### src/rtl/cic_pkg.sv
// Shared CIC constants and width helpers, common to the integrator and comb halves.
package cic_pkg;

    localparam int CIC_STAGES     = 3;
    localparam int CIC_DECIMATION = 4;
    localparam int CIC_DIFF_DELAY = 1;

    function automatic int clog2(input int value);
        int r;
        int v;
        r = 0;
        v = value - 1;
        while (v > 0) begin
            r++;
            v = v >> 1;
        end
        return r;
    endfunction

    // Register growth needed so integrator wrap cancels exactly in the combs.
    function automatic int cic_width(input int in_bits, input int n, input int r, input int m);
        return in_bits + n * clog2(r * m);
    endfunction

endpackage

### src/rtl/cic_comb.sv
// One CIC comb (differentiator) section; the delay line advances only on valid samples.
module cic_comb #(
    parameter int PRECISION  = 12,
    parameter int DIFF_DELAY = 1
) (
    input  logic                 clk,
    input  logic                 rst,
    input  logic                 x_valid,
    input  logic [PRECISION-1:0] x,
    output logic                 y_valid,
    output logic [PRECISION-1:0] y
);

    logic [DIFF_DELAY-1:0][PRECISION-1:0] dly;

    always_ff @(posedge clk) begin
        if (rst) begin
            dly     <= '0;
            y       <= '0;
            y_valid <= 1'b0;
        end else begin
            y_valid <= x_valid;
            if (x_valid) begin
                // Modular subtraction: wrap is intended and cancels integrator wrap.
                y      <= x - dly[DIFF_DELAY-1];
                dly[0] <= x;
                for (int i = 1; i < DIFF_DELAY; i++)
                    dly[i] <= dly[i-1];
            end
        end
    end

endmodule

### src/rtl/cic_decimator_comb.sv
// CIC decimator back end: keeps every DECIMATION-th valid integrator sample and runs
// it through STAGES comb sections at the decimated rate.
module cic_decimator_comb
    import cic_pkg::*;
#(
    parameter int PRECISION  = 12,
    parameter int DECIMATION = CIC_DECIMATION,
    parameter int DIFF_DELAY = CIC_DIFF_DELAY,
    parameter int STAGES     = CIC_STAGES
) (
    input  logic                 clk,
    input  logic                 rst,
    input  logic                 x_valid,
    input  logic [PRECISION-1:0] x,
    output logic [PRECISION-1:0] y,
    output logic                 y_valid
);

    localparam int CNT_W = (clog2(DECIMATION) > 0) ? clog2(DECIMATION) : 1;
    localparam logic [CNT_W-1:0] CNT_LAST = CNT_W'(DECIMATION - 1);

    logic [CNT_W-1:0]                 cnt;
    logic                             keep;
    logic [PRECISION-1:0]             d0;
    logic                             v0;
    logic [STAGES:0][PRECISION-1:0]   stage_data;
    logic [STAGES:0]                  vld_pipe;

    assign keep = x_valid && (cnt == CNT_LAST);

    always_ff @(posedge clk) begin
        if (rst) begin
            cnt <= '0;
            d0  <= '0;
            v0  <= 1'b0;
        end else begin
            v0 <= keep;
            if (keep)
                d0 <= x;
            if (x_valid)
                cnt <= (cnt == CNT_LAST) ? '0 : cnt + 1'b1;
        end
    end

    assign stage_data[0] = d0;
    assign vld_pipe[0]   = v0;

    generate
        for (genvar k = 1; k <= STAGES; k++) begin : g_comb
            cic_comb #(
                .PRECISION (PRECISION),
                .DIFF_DELAY(DIFF_DELAY)
            ) u_comb (
                .clk    (clk),
                .rst    (rst),
                .x_valid(vld_pipe[k-1]),
                .x      (stage_data[k-1]),
                .y_valid(vld_pipe[k]),
                .y      (stage_data[k])
            );
        end
    endgenerate

    assign y       = stage_data[STAGES];
    assign y_valid = vld_pipe[STAGES];

endmodule
### config.mk
export PLATFORM = sky130hd
export DESIGN_NAME = cic_decimator_comb
export DESIGN_NICKNAME = d
export VERILOG_FILES = /design/src/rtl/cic_pkg.sv /design/src/rtl/cic_comb.sv /design/src/rtl/cic_decimator_comb.sv
export SDC_FILE = /design/constraint.sdc
export NUM_CORES = 1
export LEC_CHECK = 0
export CAP_MARGIN = 25
export CORE_MARGIN = 4
export CORE_UTILIZATION = 43
export DETAILED_ROUTE_END_ITERATION = 10
export DONT_BUFFER_PORTS = 1
export PLACE_DENSITY = 0.65
export SETUP_SLACK_MARGIN = 0.4
export SKIP_LAST_GASP = 1
export SLEW_MARGIN = 15
export SYNTH_ARGS = -nofsm -noshare
export SYNTH_HDL_FRONTEND = slang
export SYNTH_HIERARCHICAL = 1
export SYNTH_SLANG_ARGS = --single-unit
### constraint.sdc
create_clock -name clk -period 2.2 [get_ports clk]
set_input_delay 0.11 -clock clk [delete_from_list [all_inputs] [get_ports clk]]
set_output_delay 0.11 -clock clk [all_outputs]
set_load 0.02 [all_outputs]
==> flow_metrics.tcl <==
set metrics [dict create \
    ioPinCount 28 \
    period_share_pct 88.9 \
    clock_latency_ps 330 \
    vias 4009 \
    yosysTopAreaCellShare_pct 36.5 \
    synth.most_common_cell "dfxtp_1" \
    syn_area_um2 4940 \
    die_width_um 115 \
    tns_ps 0 \
    cts_tree "yes" \
    fin_hold_ws_ps 5.99 \
    synth_fp_nets 616 \
    cts.sinks 90 \
    overflow 0 \
    hpwlAfterDp_um 6570 \
    async_flop_share_pct 0 \
    cp_max_fo 2 \
    hold_viol_final 0 \
    cap_violations 0 \
    synth_edf_count 0 \
    cts.path.max_buffers 2 \
    path_clk_slew_ps 70 \
    grt_max_degree 79 \
    dieArea_um2 13300 \
    place.gp.congestion 0.818 \
    relSlewSlack_pct 40.4 \
    p_leak_nw 2.26 \
    synth-main-ff-cell "dfxtp_1" \
    antenna_found_initial 0 \
    io_buffers 0 \
    fin_area_um2 5950 \
    drive_gt1_share_pct 22.5 \
    netlist_instances 564 \
    ys_seq_elements 90 \
    worst_slew_pin_slew_ps 891 \
    track_usage_pct 16.4 \
    pre_cts_slack_ps 188 \
    htreeDepth 3 \
    final_max_slew_viol_count 0 \
    drc 0 \
    yosysSeqAreaShare_pct 36.5 \
    finalCriticalPeriod_ps 1960 \
    setup_violations 0 \
    root_buffer "clkbuf_16" \
    ant_nets 0 \
    drtPass1Iterations 4 \
    fmax_mhz 511 \
    min_path_type "input pin to flop" \
    area_growth_pct 20.6 \
    synth_largest_area_cell "dfxtp_1" \
    cts_made_buffers 9 \
    grt_pass1_vias 3893 \
    finalClockSkew_ps 7.02 \
    ys_types 52 \
    setup_slack_ps 245 \
    synth_common_cells "dfxtp_1, nor2_1, inv_1" \
    critPathLaunchType "flop" \
    worst_ep_arrival_time_ps 2210 \
    status "completed" \
    grt_pass1_wl_um 17800 \
    chipHeight_um 115 \
    drt_iter0_drc 216 \
    required_ps 2460 \
    synth_warnings 6 \
    coreArea_um2 11000 \
    crit_type "flop to flop" \
    cp-end-kind "flop" \
    detail_route.wl_per_cell_um 14.4 \
    p_per_area_nw_per_um2 568 \
    grt_setup_unrepaired "true" \
    start_util_pct 44.7 \
    via_per_inst 5.52 \
    num-nets-final 633 \
    synth_area_leaders "dfxtp_1, mux2i_1, ha_1" \
    antenna_cells 0 \
    place_area_um2 5030 \
    wirelength_um 10500 \
    max-vdd-ir-drop_uv 504 \
    synth_area_per_cell_um2 8.75 \
    rows 38 \
]
==> power breakdown <==
group | total (W) | internal, W | switching (W) | leakage (nW)
clock network | 0.00163 | 0.000997 | 0.000628 | 0.145
logic | 0.000118 | 0.0000497 | 0.0000678 | 1.38
registers | 0.00164 | 0.00163 | 0.00000501 | 0.732
==> per-layer routing <==
metal  up-vias  wire length [µm]  GRT usage [%]
met5         -                 0              0
met4         0               227           5.71
met3        18               382           3.74
met2        86              5180           28.0
met1      1868              4680           20.2
li1       2037                 -              -
==> cells by family after synthesis <==
logic type | share of synthesized area (%)
muxes | 8.72
and+or+nand+nor | 18.1
AOI/OAI and AO/OA | 19.6
adders and majority gates | 9.84
DFF | 36.5
buffers and inverters | 6.64
xor gates and xnor gates | 0.532
==> state kept, by name, indices dropped and copies added, names as in the netlist <==
name	count
v0	1
g_comb.u_comb/y	36
g_comb.u_comb/dly	36
d0	12
cnt	2
g_comb.u_comb/y_valid	3
==> through the flow <==
step / power (W) / instances / utilization, %
finish: 0.00338 / 726 / 54.0
global route: 0.00353 / 726 / 54.0
CTS: 0.00342 / 716 / 51.5
detailed placement: 0.00173 / 676 / 45.6
global placement: 0.00173 / 676 / 45.6
floorplan: 0.00175 / 564 / -
==> worst paths after layout <==
check | start | endpoint | slack (ps) | cells past startpoint
worst max register to register | g_comb[2].u_comb/y[0] | g_comb[3].u_comb/y[6] | 240 | 9
worst min register to register | g_comb[1].u_comb/dly[4] | g_comb[1].u_comb/dly[4] | 490 | 2
worst max-delay path | g_comb[2].u_comb/y[0] | g_comb[3].u_comb/y[6] | 240 | 9
worst min-delay path | rst | g_comb[1].u_comb/y[11] | 6 | 3
==> cells in the final DEF, fill, tap and decap left out, types with 4 or more instances in the layout <==
cell type,count
o21ai_0,6
dlygate4sd3_1,14
o21ai_2,4
a21o_1,9
a21oi_2,9
nor3_1,9
a21oi_1,33
ha_4,9
o311ai_1,6
nor2b_4,6
dfxtp_2,11
o21ai_1,8
clkbuf_16,9
buf_4,21
dfxtp_1,77
a311o_1,6
inv_2,8
nand3_1,18
o21ai_4,6
nand4_1,9
ha_1,22
nand2_1,43
a21bo_2,12
mux2i_1,43
nor2_1,62
a211oi_1,6
inv_1,39
==> worst max-delay path, cell delays in order, from the launching register on <==
cell,delay [ps]
dfxtp_2,330
inv_2,40
ha_4,150
fa_2,360
nor2b_4,150
nor3_4,60
o21ai_2,180
a21oi_1,120
or4_1,400
o211ai_1,90
==> area by class of cell <==
type | count | area (µm²)
Inverter | 48 | 183
Multi-Input combinational cell | 395 | 3120
Tap cell | 140 | 175
Timing Repair Buffer | 37 | 337
Clock inverter | 6 | 91.3
Sequential cell | 90 | 1820
Fill cell | 995 | 5080
Clock buffer | 10 | 229
==> what timing repair did <==
| item | in CTS | in global routing |
|---|---|---|
| endpoints found under the setup margin | 19 | 21 |
| setup buffers | 9 | 10 |
| endpoints found under the hold margin | 75 | 0 |
| hold buffers | 15 | 0 |
| pin swaps | 29 | 29 |
| gates resized for setup | 26 | 43 |
Power figures use the tool's default switching activity.
